## config.mk

```make
export PLATFORM = sky130hd
export DESIGN_NAME = uart_tx_mmio_flat
export DESIGN_NICKNAME = d
export VERILOG_FILES = /design/src/rtl/uart_tx_mmio_if.sv /design/src/rtl/uart_tx_mmio.sv /design/src/flat_wrapper.sv
export SDC_FILE = /design/constraint.sdc
export NUM_CORES = 1
export LEC_CHECK = 0
export ABC_AREA = 0
export CAP_MARGIN = 0
export CORE_ASPECT_RATIO = 0.9
export CORE_MARGIN = 1
export CORE_UTILIZATION = 55
export DETAILED_ROUTE_END_ITERATION = 10
export DONT_BUFFER_PORTS = 1
export GPL_TIMING_DRIVEN = 0
export PLACE_DENSITY = 0.75
export SLEW_MARGIN = 20
export SYNTH_ARGS = -nofsm -noshare
export SYNTH_HDL_FRONTEND = slang
export SYNTH_SLANG_ARGS = --single-unit
```

## constraint.sdc

```tcl
create_clock -name clk -period 5.8 [get_ports clk]
set_clock_uncertainty 0.05 [all_clocks]
set_input_delay 0.58 -clock clk [delete_from_list [all_inputs] [get_ports clk]]
set_output_delay 0.58 -clock clk [all_outputs]
set_load 0.02 [all_outputs]
```

## src/rtl/uart_tx_mmio_if.sv

```systemverilog
// Data-bus port bundle between the core and the memory-mapped UART transmitter.
// The core drives address/strobe/store data; the UART answers with hit and read data.
interface uart_tx_mmio_if;
    logic        d_wr_en;
    logic [31:0] dAddr;
    logic [31:0] dWdata;
    logic        hit;
    logic [31:0] dRdata;

    modport master (
        output d_wr_en,
        output dAddr,
        output dWdata,
        input  hit,
        input  dRdata
    );

    modport slave (
        input  d_wr_en,
        input  dAddr,
        input  dWdata,
        output hit,
        output dRdata
    );
endinterface

```

## src/rtl/uart_tx_mmio.sv

```systemverilog
// Memory-mapped 8N1 UART transmitter: bus writes fill a small TX FIFO and a
// baud-rate state machine serialises the queued bytes on tx, LSB first.
module uart_tx_mmio #(
    parameter logic [31:0] BASE_ADDR  = 32'h1000_0000,
    parameter int          BAUD_DIV   = 868,
    parameter int          FIFO_DEPTH = 8
) (
    input  logic           clk,
    input  logic           rst,
    uart_tx_mmio_if.slave  bus,
    output logic           tx
);

    localparam int PW = (FIFO_DEPTH > 1) ? $clog2(FIFO_DEPTH) : 1;
    localparam int CW = PW + 1;
    localparam int BW = (BAUD_DIV > 1) ? $clog2(BAUD_DIV) : 1;
    localparam logic [CW-1:0] DEPTH_C     = CW'(FIFO_DEPTH);
    localparam logic [BW-1:0] BAUD_LAST_C = BW'(BAUD_DIV - 1);

    localparam logic [1:0] OFF_TXDATA = 2'd0;
    localparam logic [1:0] OFF_STATUS = 2'd1;
    localparam logic [1:0] OFF_CTRL   = 2'd2;

    typedef enum logic [1:0] {
        ST_IDLE  = 2'd0,
        ST_START = 2'd1,
        ST_DATA  = 2'd2,
        ST_STOP  = 2'd3
    } state_t;

    logic [7:0]    mem_q [FIFO_DEPTH];
    logic [7:0]    mem_d [FIFO_DEPTH];
    logic [PW-1:0] wr_ptr_q, wr_ptr_d;
    logic [PW-1:0] rd_ptr_q, rd_ptr_d;
    logic [CW-1:0] count_q, count_d;
    logic          enable_q, enable_d;
    state_t        state_q, state_d;
    logic [BW-1:0] baud_q, baud_d;
    logic [2:0]    bit_idx_q, bit_idx_d;
    logic [7:0]    shift_q, shift_d;
    logic          tx_q, tx_d;

    logic          hit_s;
    logic [1:0]    off_s;
    logic          full_s;
    logic          empty_s;
    logic          busy_s;
    logic          push_s;
    logic          pop_s;
    logic          baud_end_s;
    logic [31:0]   status_s;
    logic [31:0]   rdata_s;
    logic          unused_bits_s;

    assign unused_bits_s = ^{bus.dWdata[31:8], bus.dAddr[1:0]};

    // Address decode and FIFO level flags
    always_comb begin
        hit_s   = (bus.dAddr[31:4] == BASE_ADDR[31:4]);
        off_s   = bus.dAddr[3:2];
        full_s  = (count_q == DEPTH_C);
        empty_s = (count_q == {CW{1'b0}});
        busy_s  = (state_q != ST_IDLE);
        push_s  = bus.d_wr_en & hit_s & (off_s == OFF_TXDATA) & ~full_s;
    end

    // Serialiser: start bit, eight data bits LSB first, stop bit, each BAUD_DIV cycles
    always_comb begin
        state_d    = state_q;
        baud_d     = baud_q;
        bit_idx_d  = bit_idx_q;
        shift_d    = shift_q;
        tx_d       = tx_q;
        pop_s      = 1'b0;
        baud_end_s = (baud_q == BAUD_LAST_C);
        case (state_q)
            ST_IDLE: begin
                tx_d   = 1'b1;
                baud_d = {BW{1'b0}};
                if (enable_q && !empty_s) begin
                    pop_s   = 1'b1;
                    shift_d = mem_q[rd_ptr_q];
                    tx_d    = 1'b0;
                    state_d = ST_START;
                end else begin
                    state_d = ST_IDLE;
                end
            end
            ST_START: begin
                if (baud_end_s) begin
                    baud_d    = {BW{1'b0}};
                    tx_d      = shift_q[0];
                    bit_idx_d = 3'd0;
                    state_d   = ST_DATA;
                end else begin
                    baud_d = baud_q + BW'(1);
                end
            end
            ST_DATA: begin
                if (baud_end_s) begin
                    baud_d = {BW{1'b0}};
                    if (bit_idx_q == 3'd7) begin
                        tx_d    = 1'b1;
                        state_d = ST_STOP;
                    end else begin
                        shift_d   = {1'b0, shift_q[7:1]};
                        tx_d      = shift_q[1];
                        bit_idx_d = bit_idx_q + 3'd1;
                    end
                end else begin
                    baud_d = baud_q + BW'(1);
                end
            end
            ST_STOP: begin
                if (baud_end_s) begin
                    baud_d = {BW{1'b0}};
                    // Chain straight into the next start bit so frames leave no idle gap
                    if (enable_q && !empty_s) begin
                        pop_s   = 1'b1;
                        shift_d = mem_q[rd_ptr_q];
                        tx_d    = 1'b0;
                        state_d = ST_START;
                    end else begin
                        tx_d    = 1'b1;
                        state_d = ST_IDLE;
                    end
                end else begin
                    baud_d = baud_q + BW'(1);
                end
            end
            default: begin
                tx_d    = 1'b1;
                baud_d  = {BW{1'b0}};
                state_d = ST_IDLE;
            end
        endcase
    end

    // FIFO storage, pointers, explicit count and the enable bit
    always_comb begin
        mem_d    = mem_q;
        wr_ptr_d = wr_ptr_q;
        rd_ptr_d = rd_ptr_q;
        count_d  = count_q;
        if (push_s) begin
            mem_d[wr_ptr_q] = bus.dWdata[7:0];
            wr_ptr_d        = wr_ptr_q + PW'(1);
        end else begin
            wr_ptr_d = wr_ptr_q;
        end
        if (pop_s) begin
            rd_ptr_d = rd_ptr_q + PW'(1);
        end else begin
            rd_ptr_d = rd_ptr_q;
        end
        case ({push_s, pop_s})
            2'b10:   count_d = count_q + CW'(1);
            2'b01:   count_d = count_q - CW'(1);
            default: count_d = count_q;
        endcase
        if (bus.d_wr_en && hit_s && (off_s == OFF_CTRL)) begin
            enable_d = bus.dWdata[0];
        end else begin
            enable_d = enable_q;
        end
    end

    // Zero-latency register read mux
    always_comb begin
        status_s            = 32'd0;
        status_s[0]         = busy_s;
        status_s[1]         = full_s;
        status_s[2]         = empty_s;
        status_s[8 +: CW]   = count_q;
        rdata_s             = 32'd0;
        if (hit_s) begin
            case (off_s)
                OFF_STATUS: rdata_s = status_s;
                OFF_CTRL:   rdata_s = {31'd0, enable_q};
                default:    rdata_s = 32'd0;
            endcase
        end else begin
            rdata_s = 32'd0;
        end
    end

    assign bus.hit    = hit_s;
    assign bus.dRdata = rdata_s;
    assign tx         = tx_q;

    // State register; reset drops any partial frame and forces the line idle
    always_ff @(posedge clk or posedge rst) begin
        if (rst) begin
            for (int i = 0; i < FIFO_DEPTH; i++) begin
                mem_q[i] <= 8'd0;
            end
            wr_ptr_q  <= {PW{1'b0}};
            rd_ptr_q  <= {PW{1'b0}};
            count_q   <= {CW{1'b0}};
            enable_q  <= 1'b1;
            state_q   <= ST_IDLE;
            baud_q    <= {BW{1'b0}};
            bit_idx_q <= 3'd0;
            shift_q   <= 8'd0;
            tx_q      <= 1'b1;
        end else begin
            mem_q     <= mem_d;
            wr_ptr_q  <= wr_ptr_d;
            rd_ptr_q  <= rd_ptr_d;
            count_q   <= count_d;
            enable_q  <= enable_d;
            state_q   <= state_d;
            baud_q    <= baud_d;
            bit_idx_q <= bit_idx_d;
            shift_q   <= shift_d;
            tx_q      <= tx_d;
        end
    end

endmodule

```

## src/flat_wrapper.sv

```systemverilog
// flat-port wrapper written by rule: the top's interface ports become plain ports
module uart_tx_mmio_flat 
#(
    parameter logic [31:0] BASE_ADDR  = 32'h1000_0000,
    parameter int          BAUD_DIV   = 868,
    parameter int          FIFO_DEPTH = 8
)
  (clk, rst, tx, bus_d_wr_en, bus_dAddr, bus_dWdata, bus_hit, bus_dRdata);
  uart_tx_mmio_if bus_i ();
  input  logic clk;
  input  logic rst;
  output logic tx;
  input wire logic [$bits(bus_i.d_wr_en)-1:0] bus_d_wr_en;
  input wire logic [$bits(bus_i.dAddr)-1:0] bus_dAddr;
  input wire logic [$bits(bus_i.dWdata)-1:0] bus_dWdata;
  output wire logic [$bits(bus_i.hit)-1:0] bus_hit;
  output wire logic [$bits(bus_i.dRdata)-1:0] bus_dRdata;
  assign bus_i.d_wr_en = bus_d_wr_en;
  assign bus_i.dAddr = bus_dAddr;
  assign bus_i.dWdata = bus_dWdata;
  assign bus_hit = bus_i.hit;
  assign bus_dRdata = bus_i.dRdata;
  uart_tx_mmio #(.BASE_ADDR(BASE_ADDR), .BAUD_DIV(BAUD_DIV), .FIFO_DEPTH(FIFO_DEPTH)) u_core (.clk(clk), .rst(rst), .bus(bus_i), .tx(tx));
endmodule
```

==> metrics.log, run 1 <==
[metrics] number of library cell types mapped by synthesis: 44
[metrics] post-CTS repair timing setup buffer count: 0
[metrics] power per unit of standard cell area: 207.4 mW/mm²
[metrics] CTS tree: built
[metrics] share of layout cells above drive strength 1: 32.27%
[metrics] post-synthesis average cell area: 12.77 µm²
[metrics] placement-stage worst setup slack: 2315 ps
[metrics] number of synthesized register bits: 99
[metrics] insertion delay of the later-clocked pin in the worst-skew pair: 370 ps
[metrics] antenna diode instance count: 0
[metrics] endpoint kind of the worst setup timing path: register
[metrics] final setup margin: 2248 ps
[metrics] time the worst path needs with I/O delays and setup: 3552 ps
[metrics] placement row count: 32
[metrics] global-route wire length before repair: 15,460 µm
[metrics] detailed placer's ending HPWL: 6501 µm
[metrics] Hold Path Class: in -> async
[metrics] Post-synth top flop: sky130_fd_sc_hd__dfrtp_1
[metrics] Peak supply drop: 0.1628 mV
[metrics] number of max-capacitance violations reported: 0
[metrics] final clock period utilization by the worst path: 61.24%
[metrics] Clock Sink Count: 99
[metrics] total of endpoints with negative setup slack in the final report: 0
[metrics] unrepaired setup endpoints after global routing: false
[metrics] Synth warnings: 0
[metrics] CTS hold repair buffers: 0
[metrics] height of the die: 93.32 µm
[metrics] crit path kind: reg -> reg
[metrics] WL/cell: 16.66 µm
[metrics] TNS Setup: 0 ps
[metrics] data arrival time of the critical path: 3750 ps
[metrics] number of antenna violations at the first check in global routing: 0
[metrics] router iterations before antenna repair: 4
[metrics] residual overflow from global routing: 0
[metrics] number of buffers added by the clock tree synthesis step: 9
[metrics] Reg2Reg Depth: 14
[metrics] weighted congestion at the end of routability-driven global placement: 0.7606
[metrics] I/O pin cnt: 101
[metrics] share of synthesized area occupied by flip-flops and latches: 48.66%
[metrics] # resized after CTS: 0
[metrics] x dimension of the die: 103.5 µm
[metrics] vias in the first global route: 3,085
[metrics] Worst-Margin Slew: 936.7 ps
[metrics] core footprint: 0.008768 mm²
[metrics] status: complete, no violations
[metrics] data required time of the worst path: 6000 ps
[metrics] CTS Root Buffer Type: sky130_fd_sc_hd__clkbuf_8
[metrics] Netlist Area Pre-Place: 0.005096 mm²
[metrics] via total after detailed routing: 3,095
[metrics] total routing usage reported by global routing: 21.81%
[metrics] Leak: 2.690 nW
[metrics] largest net degree at the start of global routing: 59
[metrics] post-DR vias/cell: 5.537
[metrics] routed wire length: 9315 µm
[metrics] Fin. Hold Viols: 0
[metrics] synthesis-to-finish area growth: 8.962%
[metrics] die area: 0.009655 mm²
[metrics] post-route antenna net violation count: 0
[metrics] relative max-transition margin: 36.98%
[metrics] Max Clk Rate: 281.5 MHz
[metrics] starting density of the core: 58.12%
[metrics] top fanout value on the critical path: 6
[metrics] number of inserted filler cells in the final layout: 680
[metrics] number of cells produced by synthesis: 399
[metrics] buffers added on ports: 0
[metrics] worst-case clock buffer depth: 2
[metrics] maximum level of the CTS H-tree: 3
[metrics] kind of start point of the critical path: register
[metrics] Final Max Tran Viols: 0
[metrics] Nets: 517
[metrics] number of synthesized flops with an enable pin: 0
[metrics] DRC Markers: 0
[metrics] Reg clk slew, reported paths: 100 ps
[metrics] fraction of synthesis flops using an asynchronous set or reset pin: 100.0%
[metrics] violation count after the first detailed-routing iteration: 121
report_power, final:
part / switching, mW / total [mW] / internal (mW)
Clock: 0.241 / 0.415 / 0.174
Combinational: 0.0312 / 0.0469 / 0.0157
Sequential: 0.00000000275 / 0.690 / 0.690
Total: 0.273 / 1.15 / 0.879
cell usage in the layout, fill, tap and decap left out, types with 2 or more instances in the layout:
| cell type | instances |
|---|---|
| sky130_fd_sc_hd__nand2_1 | 17 |
| sky130_fd_sc_hd__buf_4 | 25 |
| sky130_fd_sc_hd__and2_1 | 4 |
| sky130_fd_sc_hd__ha_1 | 15 |
| sky130_fd_sc_hd__conb_1 | 25 |
| sky130_fd_sc_hd__nor4_1 | 7 |
| sky130_fd_sc_hd__a21oi_1 | 3 |
| sky130_fd_sc_hd__clkbuf_8 | 10 |
| sky130_fd_sc_hd__nand3b_1 | 4 |
| sky130_fd_sc_hd__inv_6 | 3 |
| sky130_fd_sc_hd__mux4_2 | 16 |
| sky130_fd_sc_hd__nand4_1 | 2 |
| sky130_fd_sc_hd__nor3_1 | 3 |
| sky130_fd_sc_hd__o21ai_0 | 13 |
| sky130_fd_sc_hd__clkbuf_1 | 8 |
| sky130_fd_sc_hd__buf_2 | 2 |
| sky130_fd_sc_hd__nor2_1 | 21 |
| sky130_fd_sc_hd__and3_1 | 4 |
| sky130_fd_sc_hd__a22o_1 | 6 |
| sky130_fd_sc_hd__inv_1 | 12 |
| sky130_fd_sc_hd__and3b_1 | 2 |
| sky130_fd_sc_hd__xor2_1 | 8 |
| sky130_fd_sc_hd__dfrtp_1 | 97 |
| sky130_fd_sc_hd__nand3_1 | 15 |
| sky130_fd_sc_hd__a21o_1 | 2 |
| sky130_fd_sc_hd__dfstp_2 | 2 |
| sky130_fd_sc_hd__clkinvlp_4 | 2 |
| sky130_fd_sc_hd__mux2_2 | 69 |
| sky130_fd_sc_hd__buf_1 | 2 |
| sky130_fd_sc_hd__xnor2_1 | 8 |
| sky130_fd_sc_hd__mux2_4 | 8 |
| sky130_fd_sc_hd__mux2i_1 | 8 |
flip-flops by register name, indices dropped and copies added, names as in the netlist:
| name | cells |
|---|---|
| u_core.shift_q | 8 |
| u_core.count_q | 4 |
| u_core.wr_ptr_q | 3 |
| u_core.tx | 1 |
| u_core.bit_idx_q | 3 |
| u_core.rd_ptr_q | 3 |
| u_core.state_q | 2 |
| u_core.enable_q | 1 |
| u_core.baud_q | 10 |
| u_core.mem_q | 64 |
area by class of cell:
cell class | instances | area [µm²] | share of cell area, %
Sequential cell | 99 | 2480 | 44.66
Clock inverter | 5 | 43.79 | 0.7886
Timing Repair Buffer | 1 | 27.53 | 0.4957
Buffer | 37 | 242.7 | 4.371
Multi-Input combinational cell | 274 | 2415 | 43.49
Clock buffer | 11 | 141.4 | 2.546
Tap cell | 119 | 148.9 | 2.681
Inverter | 13 | 53.80 | 0.9689
worst paths after layout:
check                                 startpoint                 end  slack, ps
worst max-delay path            u_core.baud_q[0]   u_core.count_q[2]       2250
worst min-delay path                         rst  u_core.wr_ptr_q[2]         20
worst max register to register  u_core.baud_q[0]   u_core.count_q[2]       2250
worst min register to register  u_core.baud_q[0]    u_core.baud_q[0]        460
max in group asynchronous                    rst           u_core.tx       5050
min in group clk                   bus_dWdata[6]    u_core.mem_q[22]        300
routing by layer:
layer  wire, µm  up-vias  global-route usage, %
li1           -     1471                      -
met1       4394     1553                  30.03
met2       4478       63                  33.94
met3        333        8                  5.232
met4        108        0                  7.394
met5          0        -                      0
critical path, cell delays in order (launching register included):
cell and delay (ps):
sky130_fd_sc_hd__dfrtp_1 400, sky130_fd_sc_hd__ha_1 200, sky130_fd_sc_hd__or3b_1 390, sky130_fd_sc_hd__nor4_1 730
sky130_fd_sc_hd__a21o_1 250, sky130_fd_sc_hd__nand2_1 110, sky130_fd_sc_hd__inv_1 110, sky130_fd_sc_hd__ha_1 140
sky130_fd_sc_hd__clkbuf_1 250, sky130_fd_sc_hd__xor2_1 110, sky130_fd_sc_hd__ha_1 190, sky130_fd_sc_hd__a21oi_1 150
sky130_fd_sc_hd__xor2_1 160, sky130_fd_sc_hd__nor2_1 60, sky130_fd_sc_hd__xor2_1 140
synthesized netlist by cell type (2+ instances only):
cell type / count / share of area [%]
sky130_fd_sc_hd__nor2_1: 21 / 1.5
sky130_fd_sc_hd__and3_1: 4 / 0.49
sky130_fd_sc_hd__nand2_1: 17 / 1.3
sky130_fd_sc_hd__nor4_1: 7 / 0.86
sky130_fd_sc_hd__mux2_2: 69 / 15
sky130_fd_sc_hd__and3b_1: 2 / 0.34
sky130_fd_sc_hd__o21ai_0: 13 / 1.3
sky130_fd_sc_hd__mux4_2: 16 / 7.1
sky130_fd_sc_hd__clkbuf_1: 7 / 0.52
sky130_fd_sc_hd__xnor2_1: 8 / 1.4
sky130_fd_sc_hd__nand3b_1: 4 / 0.59
sky130_fd_sc_hd__buf_2: 2 / 0.20
sky130_fd_sc_hd__dfrtp_1: 97 / 48
sky130_fd_sc_hd__ha_1: 15 / 3.7
sky130_fd_sc_hd__buf_4: 25 / 3.7
sky130_fd_sc_hd__xor2_1: 8 / 1.4
sky130_fd_sc_hd__a21o_1: 2 / 0.29
sky130_fd_sc_hd__nand3_1: 15 / 1.5
sky130_fd_sc_hd__dfstp_2: 2 / 1.0
sky130_fd_sc_hd__mux2i_1: 8 / 1.6
sky130_fd_sc_hd__a21oi_1: 3 / 0.29
sky130_fd_sc_hd__nand4_1: 2 / 0.25
sky130_fd_sc_hd__a22o_1: 6 / 1.0
sky130_fd_sc_hd__inv_1: 13 / 0.96
sky130_fd_sc_hd__and2_1: 4 / 0.49
sky130_fd_sc_hd__mux2_4: 8 / 2.4
sky130_fd_sc_hd__nor3_1: 3 / 0.29
sky130_fd_sc_hd__buf_1: 2 / 0.15
through the flow:
step                      power [mW]  util, %  hold slack [ps]  area [µm²]  std cells
after floorplan               0.7437        -            405.2        5186        423
after global placement        0.7474    60.84            422.4        5335        542
after detailed placement      0.7508    61.22            421.5        5368        543
after CTS                      1.171    63.33            7.527        5553        559
after global routing           1.199    63.33            24.73        5553        559
final                          1.152    63.33            17.14        5553        559
cells by family after synthesis:
group | count (synthesis) | synth area share, %
compound gates | 31 | 4.149
mux | 101 | 26.25
simple gates | 86 | 8.716
fa+ha+maj | 15 | 3.683
xor+xnor | 16 | 2.750
other cells | 1 | 0.07359
flops | 99 | 48.66
buf+inv | 50 | 5.721
Note: power is estimated with default switching activity, not from simulation.
==> inputs of run 2 (changes only) <==
ABC_AREA = 1   (was 0)
PLACE_DENSITY = 0.78   (was 0.75)
clock period = 3 ns   (was 5.8 ns; I/O delays follow)
==> metrics.log, run 2 <==
[metrics] unrepaired setup endpoints after global routing: false
[metrics] residual overflow from global routing: 0 (unchanged)
[metrics] ranking of synthesized cells by area: sky130_fd_sc_hd__dfrtp_1, sky130_fd_sc_hd__nand2_1, sky130_fd_sc_hd__nand3_1, sky130_fd_sc_hd__nor2_1, sky130_fd_sc_hd__buf_4
[metrics] most frequent standard cell in the layout excluding fill and tap cells: sky130_fd_sc_hd__nand2_1
[metrics] maximum level of the CTS H-tree: 3 (unchanged)
[metrics] power per unit of standard cell area: 425.3 mW/mm² (+110%)
[metrics] cell class contributing the biggest share of worst-path delay: simple AND/OR/NAND/NOR gates
[metrics] Hold Path Class: in -> reg
[metrics] top fanout value on the critical path: 9 (+3)
[metrics] antenna diode instance count: 0 (unchanged)
[metrics] insertion delay of the later-clocked pin in the worst-skew pair: 350 ps (-20 ps)
[metrics] buffers added on ports: 0 (unchanged)
[metrics] height of the die: 99.32 µm (+6.4%)
[metrics] CTS tree: built
[metrics] Peak supply drop: 0.4408 mV (+170%)
[metrics] Max Clk Rate: 354.3 MHz (+26%)
[metrics] DRC Markers: 0 (unchanged)
[metrics] post-DR vias/cell: 5.649 (+2.0%)
[metrics] largest reg by FF count: u_core.mem_q
[metrics] data required time of the worst path: 3180 ps (-2820 ps)
[metrics] Fin. Hold Viols: 0 (unchanged)
[metrics] largest registers in the final layout: u_core.mem_q x64, u_core.baud_q x10, u_core.shift_q x8
[metrics] starting density of the core: 56.48% (-1.6 points)
[metrics] die area: 0.01094 mm² (+13%)
[metrics] dominant cell type by area after synthesis: sky130_fd_sc_hd__dfrtp_1
[metrics] crit path kind: reg -> reg
[metrics] kind of start point of the critical path: register
[metrics] post-synthesis average cell area: 7.606 µm² (-40%)
[metrics] post-CTS repair timing setup buffer count: 0 (unchanged)
[metrics] worst-case clock buffer depth: 2 (unchanged)
[metrics] endpoint kind of the worst setup timing path: register
[metrics] weighted congestion at the end of routability-driven global placement: 0.9044 (+19%)
[metrics] proportion of power drawn by the clock network: 42.4% (+6.3 points)
[metrics] Clock Sink Count: 99 (unchanged)
[metrics] post-route antenna net violation count: 0 (unchanged)
[metrics] final setup margin: 177.2 ps (-2071 ps)
[metrics] number of max-capacitance violations reported: 0 (unchanged)
[metrics] status: complete, no violations
[metrics] post-layout power: 2.709 mW (+140%)
[metrics] core footprint: 0.01025 mm² (+17%)
[metrics] TNS Setup: 0 ps (unchanged)
[metrics] global-route wire length before repair: 24,410 µm (+58%)
[metrics] vias in the first global route: 5,121 (+66%)
[metrics] relative max-transition margin: 30.35% (-6.6 points)
[metrics] CTS Root Buffer Type: sky130_fd_sc_hd__clkbuf_16
[metrics] Netlist Area Pre-Place: 0.005788 mm² (+14%)
[metrics] Switching Fraction: 24.05% (+0.38 points)
[metrics] most numerous cell in the Yosys netlist: sky130_fd_sc_hd__nand2_1
[metrics] combinational group share of total power: 6.6% (+2.5 points)
[metrics] number of cells produced by synthesis: 761 (+91%)
[metrics] detailed placer's ending HPWL: 10,280 µm (+58%)
[metrics] share of layout cells above drive strength 1: 11.46% (-21 points)
[metrics] total routing usage reported by global routing: 29.25% (+7.4 points)
[metrics] commonest cells after routing, fill and taps aside: sky130_fd_sc_hd__nand2_1, sky130_fd_sc_hd__nand3_1, sky130_fd_sc_hd__dfrtp_1, sky130_fd_sc_hd__nor2_1, sky130_fd_sc_hd__inv_1
[metrics] Critical Path Slowest Stage Cell: sky130_fd_sc_hd__dfrtp_1
[metrics] total of endpoints with negative setup slack in the final report: 0 (unchanged)
[metrics] Final Max Tran Viols: 0 (unchanged)
[metrics] number of buffers added by the clock tree synthesis step: 9 (unchanged)
[metrics] final clock period utilization by the worst path: 94.09% (+33 points)
[metrics] Synth warnings: 0 (unchanged)
[metrics] via total after detailed routing: 5,265 (+70%)
[metrics] number of antenna violations at the first check in global routing: 0 (unchanged)
[metrics] data arrival time of the critical path: 3000 ps (-750 ps)
[metrics] placement-stage worst setup slack: 210.7 ps (-2104 ps)
[metrics] switching pwr: 651.3 µW (+140%)
[metrics] placement row count: 35 (+9.4%)
[metrics] area share of the largest cell type after synthesis: 41.94% (-5.7 points)
[metrics] final design instance area without fill: 0.006369 mm² (+15%)
[metrics] most repeated library cell on the critical path: sky130_fd_sc_hd__ha_1
[metrics] share of synthesized area occupied by flip-flops and latches: 42.84% (-5.8 points)
[metrics] CTS hold repair buffers: 1 (+1)
[metrics] Leak: 3.348 nW (+24%)
[metrics] routed wire length: 14,530 µm (+56%)
[metrics] Worst-Margin Slew: 1030 ps (+93.52 ps)
[metrics] fraction of power consumed by sequential logic: 51.0% (-8.9 points)
[metrics] cell-by-cell listing of the critical path: ha_1 -> nor3b_1 -> nand3_1 -> nand2_2 -> nand2_1 -> inv_2 -> ha_1 -> nand2_1 -> inv_1 -> nor2_1 -> ha_1 -> a21oi_1 -> xor2_1 -> o21ai_0
[metrics] largest net degree at the start of global routing: 75 (+27%)
[metrics] reg2reg setup slack: 180 ps (-2070 ps)
[metrics] # resized after CTS: 0 (unchanged)
[metrics] Post-synth top flop: sky130_fd_sc_hd__dfrtp_1
[metrics] number of synthesized flops with an enable pin: 0 (unchanged)
[metrics] DP Area: 0.006072 mm² (+13%)
[metrics] WL/cell: 15.59 µm (-6.5%)
[metrics] internal power: 2.057 mW (+130%)
[metrics] fraction of synthesis flops using an asynchronous set or reset pin: 100.0% (unchanged)
[metrics] x dimension of the die: 110.1 µm (+6.4%)
[metrics] I/O pin cnt: 101 (unchanged)
[metrics] Reg clk slew, reported paths: 70 ps (-30 ps)
[metrics] most frequent cells after synthesis: sky130_fd_sc_hd__nand2_1, sky130_fd_sc_hd__nand3_1, sky130_fd_sc_hd__dfrtp_1, sky130_fd_sc_hd__nor2_1, sky130_fd_sc_hd__inv_1
[metrics] number of library cell types mapped by synthesis: 40 (-9.1%)
[metrics] number of inserted filler cells in the final layout: 899 (+32%)
[metrics] time the worst path needs with I/O delays and setup: 2823 ps (-729.2 ps)
[metrics] violation count after the first detailed-routing iteration: 497 (+310%)
[metrics] router iterations before antenna repair: 5 (+1)
[metrics] Largest register FFs: 64 (unchanged)
[metrics] Nets: 880 (+70%)
[metrics] synthesis-to-finish area growth: 10.03%
[metrics] Buf/Inv on CP: 2 (unchanged)
[metrics] maximum cell stage delay along the critical path: 370 ps (-360 ps)
[metrics] number of synthesized register bits: 99 (unchanged)
## run 2: changes by cell type after synthesis, moves of 16 or more
cell,before,now
sky130_fd_sc_hd__nand3_1,15,124
sky130_fd_sc_hd__inv_1,13,46
sky130_fd_sc_hd__nand2_1,17,265
sky130_fd_sc_hd__nor2_1,21,62
sky130_fd_sc_hd__mux4_2,16,0
sky130_fd_sc_hd__mux2_2,69,0
## run 2: metrics by stage
stage | hold WS, ps | util (%) | cells
after floorplan | 382.9 | - | 785
after CTS | 207.0 | 62.15 | 932
after global routing | 243.7 | 62.15 | 932
after detailed placement | 78.68 | 59.26 | 915
final | 211.0 | 62.15 | 932
after global placement | 396.4 | 58.94 | 914
## run 2: routing by layer
metal / wire length [µm] / vias up / track usage (%)
li1: - / 2468 / -
met2: 7027 / 276 / 48.27
met5: 0 / - / 0
met3: 1193 / 57 / 6.225
met4: 531 / 0 / 12.15
met1: 5776 / 2464 / 37.24
## run 2: final cells by class
cell class	count	area (µm²)	share of cell area [%]
buffer	59	367.9	5.776
clock buffer	10	229.0	3.595
clock inverter	6	57.56	0.9037
inverter	52	202.7	3.183
multi-input combinational	575	2833	44.48
sequential	99	2480	38.94
tap	129	161.4	2.534
timing repair buffer	2	37.54	0.5894
## run 2: worst min-delay path, stage by stage
cell and delay (ps):
sky130_fd_sc_hd__nand4_2 150, sky130_fd_sc_hd__nand2_1 70, sky130_fd_sc_hd__nand2_1 50
## run 2: path summary, 6_finish.rpt
| kind | from | to | depth (start not counted) |
|---|---|---|---|
| min in group asynchronous | rst | u_core.baud_q[6] | 2 |
| max in group asynchronous | rst | u_core.enable_q | 3 |
| worst max-delay path | u_core.baud_q[0] | u_core.count_q[2] | 14 |
| worst min-delay path | bus_d_wr_en | u_core.mem_q[58] | 3 |
| worst min register to register | u_core.baud_q[0] | u_core.baud_q[0] | 1 |
| worst max register to register | u_core.baud_q[0] | u_core.count_q[2] | 14 |
## run 2: power groups by stage
stage                     combinational [mW]  sequential, mW  clock (mW)
final                                  0.179            1.38        1.15
after global placement                 0.168            1.41           0
after floorplan                        0.143            1.40           0
after global routing                   0.204            1.39        1.19
after CTS                              0.180            1.38        1.15
after detailed placement               0.178            1.41           0
## run 2: logic make-up (layout without fill, tap and decap cells)
| group | count (synthesis) | count (layout) | share of synthesized area, % |
|---|---|---|---|
| other cells | 1 | 25 | 0.06479 |
| flops | 99 | 99 | 42.84 |
| buf+inv | 111 | 129 | 9.771 |
| simple gates | 485 | 485 | 38.56 |
| xor+xnor | 9 | 9 | 1.362 |
| fa+ha+maj | 15 | 15 | 3.243 |
| compound gates | 41 | 41 | 4.151 |
